File: config.mk
export PLATFORM = sky130hd
export DESIGN_NAME = cdu_drive_sched
export DESIGN_NICKNAME = d
export VERILOG_FILES = /design/src/rtl/cdu_drive_sched.sv
export SDC_FILE = /design/constraint.sdc
export NUM_CORES = 1
export LEC_CHECK = 0
export CAP_MARGIN = 10
export CORE_MARGIN = 8
export CORE_UTILIZATION = 30
export CTS_BUF_LIST = sky130_fd_sc_hd__clkbuf_16
export CTS_CLUSTER_SIZE = 10
export DETAILED_ROUTE_END_ITERATION = 10
export SLEW_MARGIN = 5
export SYNTH_ARGS = -nofsm -noshare
export SYNTH_HDL_FRONTEND = slang
export SYNTH_SLANG_ARGS = --single-unit
File: constraint.sdc
create_clock -name clk -period 5.8 [get_ports clk]
set_input_delay 1.16 -clock clk [delete_from_list [all_inputs] [get_ports clk]]
set_output_delay 1.16 -clock clk [all_outputs]
set_load 0.01 [all_outputs]
File: src/rtl/cdu_drive_sched.sv
// ---------------------------------------------------------------------------
// cdu_drive_sched
//   Shares the single CDU drive pulse slot round-robin between the five
//   IMU/optics drive channels (0=X, 1=Y, 2=Z gimbal, 3=trunnion, 4=shaft).
//   Software loads a signed ones-complement pulse count per channel. The
//   block emits one +/- pulse per slot tick to the next active channel and
//   flags each channel whose count drains to zero.
//
// Ports
//   clk    in   system clock, rising edge
//   rst_   in   synchronous active-low reset
//   ENA    in   [4:0]  per-channel drive enable
//   WR     in   one-clk write strobe
//   WSEL   in   [2:0]  channel for WR (5..7 ignored)
//   WDATA  in   [14:0] ones-complement count, bit 14 = sign
//   RSEL   in   [2:0]  readback channel (5..7 read as 0)
//   RDATA  out  [14:0] remaining count of RSEL channel (combinational)
//   DRV    out  [4:0]  one-clk drive pulse, at most one bit set
//   DRVM   out  sign of the current pulse (1 = minus), 0 when DRV == 0
//   BUSY   out  [4:0]  channel has a nonzero remaining count
//   DONE   out  [4:0]  one-clk pulse when a count drains to zero
// ---------------------------------------------------------------------------
module cdu_drive_sched #(
    parameter int unsigned TICKDIV = 8
) (
    input  logic        clk,
    input  logic        rst_,
    input  logic [4:0]  ENA,
    input  logic        WR,
    input  logic [2:0]  WSEL,
    input  logic [14:0] WDATA,
    input  logic [2:0]  RSEL,
    output logic [14:0] RDATA,
    output logic [4:0]  DRV,
    output logic        DRVM,
    output logic [4:0]  BUSY,
    output logic [4:0]  DONE
);

    localparam logic [7:0] DIV_LAST = 8'(TICKDIV - 1);

    logic [7:0]  div_q, div_d;
    logic [13:0] mag_q [5];
    logic [13:0] mag_d [5];
    logic [4:0]  neg_q, neg_d;
    logic [2:0]  last_q, last_d;
    logic [4:0]  drv_q, drv_d;
    logic [4:0]  done_q, done_d;
    logic        drvm_q, drvm_d;

    logic        tick_s;
    logic [4:0]  cand_s;
    logic        hit_s;
    logic [2:0]  grant_s;

    // Channel index arithmetic modulo 5 for sums in 0..9.
    function automatic logic [2:0] wrap5(input logic [3:0] v);
        logic [3:0] r;
        r = (v >= 4'd5) ? (v - 4'd5) : v;
        return r[2:0];
    endfunction

    // Ones-complement word to magnitude: negative words are inverted.
    function automatic logic [13:0] oc_mag(input logic [14:0] w);
        return w[14] ? ~w[13:0] : w[13:0];
    endfunction

    assign tick_s = (div_q == DIV_LAST);

    // Busy flags and arbitration candidates.
    always_comb begin
        BUSY   = 5'd0;
        cand_s = 5'd0;
        for (int i = 0; i < 5; i++) begin
            BUSY[i]   = (mag_q[i] != 14'd0);
            cand_s[i] = BUSY[i] & ENA[i];
        end
    end

    // Round-robin search starting one past the last granted channel.
    always_comb begin
        logic [2:0] idx_v;
        hit_s   = 1'b0;
        grant_s = 3'd0;
        idx_v   = 3'd0;
        for (int k = 1; k <= 5; k++) begin
            idx_v = wrap5({1'b0, last_q} + 4'(k));
            if (!hit_s && cand_s[idx_v]) begin
                hit_s   = 1'b1;
                grant_s = idx_v;
            end else begin
                hit_s   = hit_s;
            end
        end
    end

    // Next-state for divider, per-channel counts and the pulse outputs.
    // On a write/grant collision the pulse uses the pre-write count while
    // the channel takes the written value without a decrement.
    always_comb begin
        div_d  = tick_s ? 8'd0 : (div_q + 8'd1);
        neg_d  = neg_q;
        last_d = last_q;
        drv_d  = 5'd0;
        done_d = 5'd0;
        drvm_d = 1'b0;
        for (int i = 0; i < 5; i++) begin
            mag_d[i] = mag_q[i];
            if (!ENA[i]) begin
                mag_d[i] = 14'd0;
            end else if (WR && (WSEL == 3'(i))) begin
                mag_d[i] = oc_mag(WDATA);
                neg_d[i] = WDATA[14];
            end else if (tick_s && hit_s && (grant_s == 3'(i))) begin
                mag_d[i] = mag_q[i] - 14'd1;
            end else begin
                mag_d[i] = mag_q[i];
            end
            if (tick_s && hit_s && (grant_s == 3'(i))) begin
                drv_d[i]  = 1'b1;
                drvm_d    = neg_q[i];
                done_d[i] = (mag_q[i] == 14'd1);
                last_d    = 3'(i);
            end else begin
                drv_d[i]  = 1'b0;
            end
        end
    end

    // State and output registers with synchronous active-low reset.
    always_ff @(posedge clk) begin
        if (!rst_) begin
            div_q  <= 8'd0;
            neg_q  <= 5'd0;
            last_q <= 3'd4;
            drv_q  <= 5'd0;
            done_q <= 5'd0;
            drvm_q <= 1'b0;
            for (int i = 0; i < 5; i++) begin
                mag_q[i] <= 14'd0;
            end
        end else begin
            div_q  <= div_d;
            neg_q  <= neg_d;
            last_q <= last_d;
            drv_q  <= drv_d;
            done_q <= done_d;
            drvm_q <= drvm_d;
            for (int i = 0; i < 5; i++) begin
                mag_q[i] <= mag_d[i];
            end
        end
    end

    // Readback mux; a zero magnitude always reads as +0.
    always_comb begin
        RDATA = 15'd0;
        for (int i = 0; i < 5; i++) begin
            if ((RSEL == 3'(i)) && (mag_q[i] != 14'd0)) begin
                RDATA = neg_q[i] ? {1'b1, ~mag_q[i]} : {1'b0, mag_q[i]};
            end else begin
                RDATA = RDATA;
            end
        end
    end

    assign DRV  = drv_q;
    assign DRVM = drvm_q;
    assign DONE = done_q;

endmodule

* Word level (Yosys, flattened, before mapping) *
Memories as Yosys holds them, arrays and structs flattened.
Cells that the tools add are included.

word-level totals
  flip-flop bits (word level) = 27
  RAM bits = 70
  input port bits = 29
  output and inout port bits = 31
  word-level logic and storage cells = 193
  memories kept = 1

operators by class
  add/subtract/negate cells = 16
  magnitude comparators = 10
  eq/ne operators = 18
  multiplexer cells = 72
  bitwise gates (word level) = 17
  reductions and logical operators = 45

memories
  memory  words  bits a word  rd ports  clocked after memory_dff  wr ports  RTL line  RTL
  mag_q   5      14           5         0                         5         43        logic [13:0] mag_q [5];

operator list
  cell                                                                                 count
  14-bit 2-to-1 mux                                                                    21
  15-bit 2-to-1 mux                                                                    10
  14-bit NOT                                                                           6
  14-bit by 1-bit == test with 1-bit output, second input constant                     5
  14-bit nonzero test                                                                  5
  14-bit by 1-bit subtractor with 14-bit output, second input constant                 5
  3-bit 2-to-1 mux                                                                     14
  1-bit 2-to-1 mux                                                                     22
  4-bit by 3-bit greater-or-equal comparator with 1-bit output, second input constant  5
  1-bit logical AND                                                                    20
  3-bit by 4-bit less-than comparator with 1-bit output, second input constant         5
  2-bit AND reduction                                                                  10
  3-bit by 2-bit == test with 1-bit output, second input constant                      6
  1-bit binary-select mux with 3-bit select                                            5
  3-bit subtractor, second input constant                                              5
  3-bit by 1-bit == test with 1-bit output, second input constant                      3
  3-bit == test, second input constant                                                 3
  3-bit zero test                                                                      3
  3-bit by 2-bit adder with 4-bit output, second input constant                        2
  3-bit by 3-bit adder with 4-bit output, second input constant                        2
  8-bit by 1-bit adder with 8-bit output, second input constant                        1
  8-bit by 3-bit == test with 1-bit output, second input constant                      1
  1-bit bitwise AND                                                                    5
  1-bit bitwise OR                                                                     5
  5 further kinds                                                                      9

* Depth between registers and ports, before layout *
  word-level depth = 25
  depth in mapped cells = 18
  depth with buffers taken out = 15

* Worst setup path after synthesis *
No wires, ideal clock.

  path kind = reg-to-reg
  from = reg last_q[0]
  to = mem mag_q[1][6] (netlist: mag_q[0][20])
  library setup time = 78 ps
  arrival = 4388 ps
  required time = 5722 ps
  path slack = 1334 ps
  stages on the path, launching flop included = 18
  path buffers = 2
  clock period less this slack = 4466 ps
  cell sequence = dfxtp_1 inv_1 clkbuf_1 ha_1 inv_1 fa_1 a21oi_1 mux2i_1 a2bb2oi_1 or4_1 a221o_1 mux2_2 a22o_1 a2111oi_4 buf_4 nand3_1 mux2i_1 nor3_1

RTL lines
  what                      RTL line  RTL
  start: declaration        46        logic [2:0] last_q, last_d;
  start signal: assignment  145       last_q <= last_d;
  end: declaration          43

==> results.md <==
- The clock network latency to the later pin of the worst-skew pair is 0.37 ns.
- In this run the tool buffered the top-level ports with 59 buffer cells.
- The clock-pin slew of the registers on the worst-case setup and hold paths is 0.07 ns.
- The die covers 31710 µm².
- TritonCTS built the clock tree.
- The count of TritonRoute iterations in the first routing pass is 7.
- The cell that appears most often on the critical path is sky130_fd_sc_hd__o221ai_1.
- The clock net in this run drives a total of 97 sinks.
- The max-slew violation total from the final report was 0.
- The minimum period implied by the final worst setup slack is 5.246 ns.
- At the end of routability-driven placement, the weighted congestion stood at 0.9388.
- The critical path goes through inv_1 -> ha_1 -> or4b_1 -> or4_1 -> nand3_1 -> o221ai_1 -> o21ai_0 -> o221ai_1 -> clkdlybuf4s50_1.
- The number of setup buffers added after CTS is 0.
- The routed design has 27750 µm of wire.
- The data arrival at the endpoint of the critical path is 4.09 ns.
- Across the run, the number of max-cap violations was 0.
- The upper clock frequency limit is 0.1906 GHz.
- The area inside the core boundary is 25910 µm².
- The initial utilization of the core area, before any placement, comes to 30.42%.
- The routed wire length per instance is 20.62 µm.
- The worst setup path is of the flop to output port kind.
- The overall track demand over capacity in global routing is 17.24%.
- For this run the aggregate overflow at the end of global routing stands at 0.
- The count of cells along the worst hold path is 1.
- The timing startpoint of the critical path is mag_q[0][28]$_SDFFE_PN0P_.
- For the pin with the worst max-slew slack, the measured transition is 1.163 ns.
- STA classifies the critical path endpoint as an output port.
- After synthesis, the cell types taking the most area are sky130_fd_sc_hd__dfxtp_1, sky130_fd_sc_hd__xnor2_1, sky130_fd_sc_hd__xor2_1.
- In this run, distinct cell masters in the synthesized netlist total 81.
- The type of the tightest min-delay check is flop to flop.
- The hold-fix buffer count after cts is 0.
- The area growth from synthesis to layout is 13.72%.
- Of all cell types, the one taking the most synthesized area is sky130_fd_sc_hd__dfxtp_1.
- The number of hold-slack violations in the final timing report came to 0.
- The summed negative setup slack over all endpoints is 0 ns.
- The global-route wire length before repair is 42220 µm.
- The worst register-to-register path begins at last_q[1]$_SDFFE_PP0P_.
- The post-DP HPWL is 20250 µm.
- Detailed routing inserted a total of 7667 vias.
- The largest incremental delay on the critical path is 0.73 ns.
- The number of global-route vias before repair is 7180.
- The initial DRC count is 817.
- After detailed routing, the number of remaining DRC violations is 0.
- The analysis attributes to cell leakage a power of 3.037 nW.
- Clock tree synthesis selected as its root buffer the cell sky130_fd_sc_hd__clkbuf_16.
- STA classifies the critical path startpoint as a flop.
- Power spread over the standard cell area amounts to 183.1 nW/µm².
- The fraction of the yosys area taken by sequential cells is 24.64%.
- The post-synthesis instance total is 989.
- In this run the tightest slew margin relative to its limit is 22.22%.
- Of all nets on the critical path, the largest fanout is 29.
- For the worst setup path, the data required time is 4.64 ns.
- For this run, the post-layout net count is 1059.
- The largest net degree at the start of global routing is 37.
- The warning count from the yosys run is 0.
- The total standard cell area after synthesis is 7881 µm².
- Overall power consumption after layout is estimated at 0.001641 W.
- The total clock buffers created by CTS is 9.
- The count of standard-cell rows is 59.
- The fraction of registers with async set/reset is 0%.
- Setup repair after global routing left no endpoint under its margin.
- In the final layout, the share of cells above drive strength 1 is 8.012%.
- After synthesis, the most frequently instantiated cells are sky130_fd_sc_hd__dfxtp_1, sky130_fd_sc_hd__xnor2_1, sky130_fd_sc_hd__nor2_1.
- The final critical path takes up 90.45% of the cycle.
- In this run, synthesis inferred 0 flip-flops with an integrated enable.
- The number of inserted filler cells in the final layout is 2716.
- In the post-route analysis, the smallest setup slack over all paths is 0.5537 ns.
- The clock tree synthesis step divided the H-tree into 3 levels.
- The net count of the mapped netlist is 1041.
- The number of antenna violations at the first check in global routing is 1.
- From bottom edge to top edge, the die measures 178.1 µm.
- The via density per instance is 5.696.
- 60 I/O pins were placed.
- The setup-violating endpoint count in the final report is 0.
- The maximum VDD drop is 0.0001389 V.
- The die extent in x is 178.1 µm.
- The flow ran to the end, and the final reports show no timing, DRC or antenna violations.
- The startpoint identified for the worst hold timing path is div_q[0]$_SDFF_PP0_.
- The worst-case reg-to-reg path depth is 13.
- The antenna diode count is 0.
- The cell at the slowest stage of the critical path is sky130_fd_sc_hd__nand3_1.
- The average instance in the mapped netlist occupies 7.969 µm².
- The area share of the largest cell type after synthesis is 24.64%.
- The largest buffer count on any clock path is 2.
- Among all flip-flop cells after synthesis, the most frequent one is sky130_fd_sc_hd__dfxtp_1.
- Between clock sinks in the finished design, the worst skew comes to 0.01786 ns.
- Counting flops and latches in the post-synthesis netlist gives 97.
- In this run the remaining antenna-violating nets after routing total 0.
- Prior to clock tree synthesis, the placed netlist has a worst setup slack of 0.9218 ns.
- Post-CTS repair changed the size of 0 cells.
- The most common cell in the synthesized netlist is sky130_fd_sc_hd__dfxtp_1.
## worst paths after layout
path / to / slack [ns]
setup reg to reg: mag_q[0][51]$_SDFFE_PN0P_ / 1.03
setup / recovery: RDATA[8] / 0.55
hold / removal: div_q[0]$_SDFF_PP0_ / 0.44
hold reg to reg: div_q[0]$_SDFF_PP0_ / 0.44
## stage by stage
stage	util (%)	std cells	instance area [µm²]	hold WS, ns
final	34.59	1346	8962	0.4446
after detailed placement	33.55	1331	8693	0.4346
after global routing	34.59	1346	8962	0.4819
after global placement	33.55	1331	8693	0.4328
after CTS	34.59	1346	8962	0.4454
after floorplan	-	989	7881	0.4132
## power by group
part           internal (W)  switching [W]  leakage (nW)
Combinational      0.000123       0.000253          2.13
Sequential         0.000675      0.0000164         0.784
Clock              0.000289       0.000283         0.122
Total               0.00109       0.000553          3.04
## flip-flops by register name, summed over array words and instances, names as in the netlist
register and count:
DRVM 1, div_q 8, mag_q 70, DRV 5, last_q 3, DONE 5, neg_q 5
## worst max-delay path: cells and delay by family (launching register included)
kind / cells / cell delay (ns)
DFF: 1 / 0.37
AOI/OAI and AO/OA: 3 / 0.68
and+or+nand+nor: 3 / 1.87
buffers and inverters: 2 / 0.67
adders and majority gates: 1 / 0.15
## final cells by class
type                       instances  area [µm²]  area share (%)
inverter                          27       101.3           1.131
clock inverter                     6       43.79          0.4886
multi-input combinational        797        5520           61.59
sequential                        97        1942           21.67
clock buffer                       9       225.2           2.513
timing repair buffer              75       710.7           7.930
tap                              335       419.2           4.677
## placed cells by master, fill, tap and decap left out, types with 16 or more instances in the layout
master,n
sky130_fd_sc_hd__o21ai_0,63
sky130_fd_sc_hd__clkdlybuf4s50_1,59
sky130_fd_sc_hd__o221ai_1,29
sky130_fd_sc_hd__dfxtp_1,97
sky130_fd_sc_hd__xor2_1,50
sky130_fd_sc_hd__nor3_1,38
sky130_fd_sc_hd__a211oi_1,22
sky130_fd_sc_hd__nor4_1,20
sky130_fd_sc_hd__nand2_1,63
sky130_fd_sc_hd__a21oi_1,52
sky130_fd_sc_hd__inv_1,26
sky130_fd_sc_hd__mux2i_1,18
sky130_fd_sc_hd__buf_4,16
sky130_fd_sc_hd__nand3_1,31
sky130_fd_sc_hd__xnor2_1,95
sky130_fd_sc_hd__nand4_1,26
sky130_fd_sc_hd__ha_1,22
sky130_fd_sc_hd__nor2_1,90
## layer usage
layer | global-route usage, % | part of all wire (%) | vias to the layer above
met5 | 0 | 0 | -
met4 | 6.461 | 2.8 | 0
met3 | 3.704 | 8.4 | 47
met2 | 25.78 | 44 | 332
met1 | 23.81 | 45 | 3665
li1 | - | - | 3623
## kinds of logic (layout without fill, tap and decap cells)
group	Yosys count	in the layout	synth area share, %
and+or+nand+nor	386	386	28.05
DFF	97	97	24.64
AOI/OAI and AO/OA	222	222	19.27
xor gates and xnor gates	145	145	16.11
adders and majority gates	23	23	3.747
muxes	21	21	2.858
buffers and inverters	95	117	5.318
(Power assumes the default switching activity.)
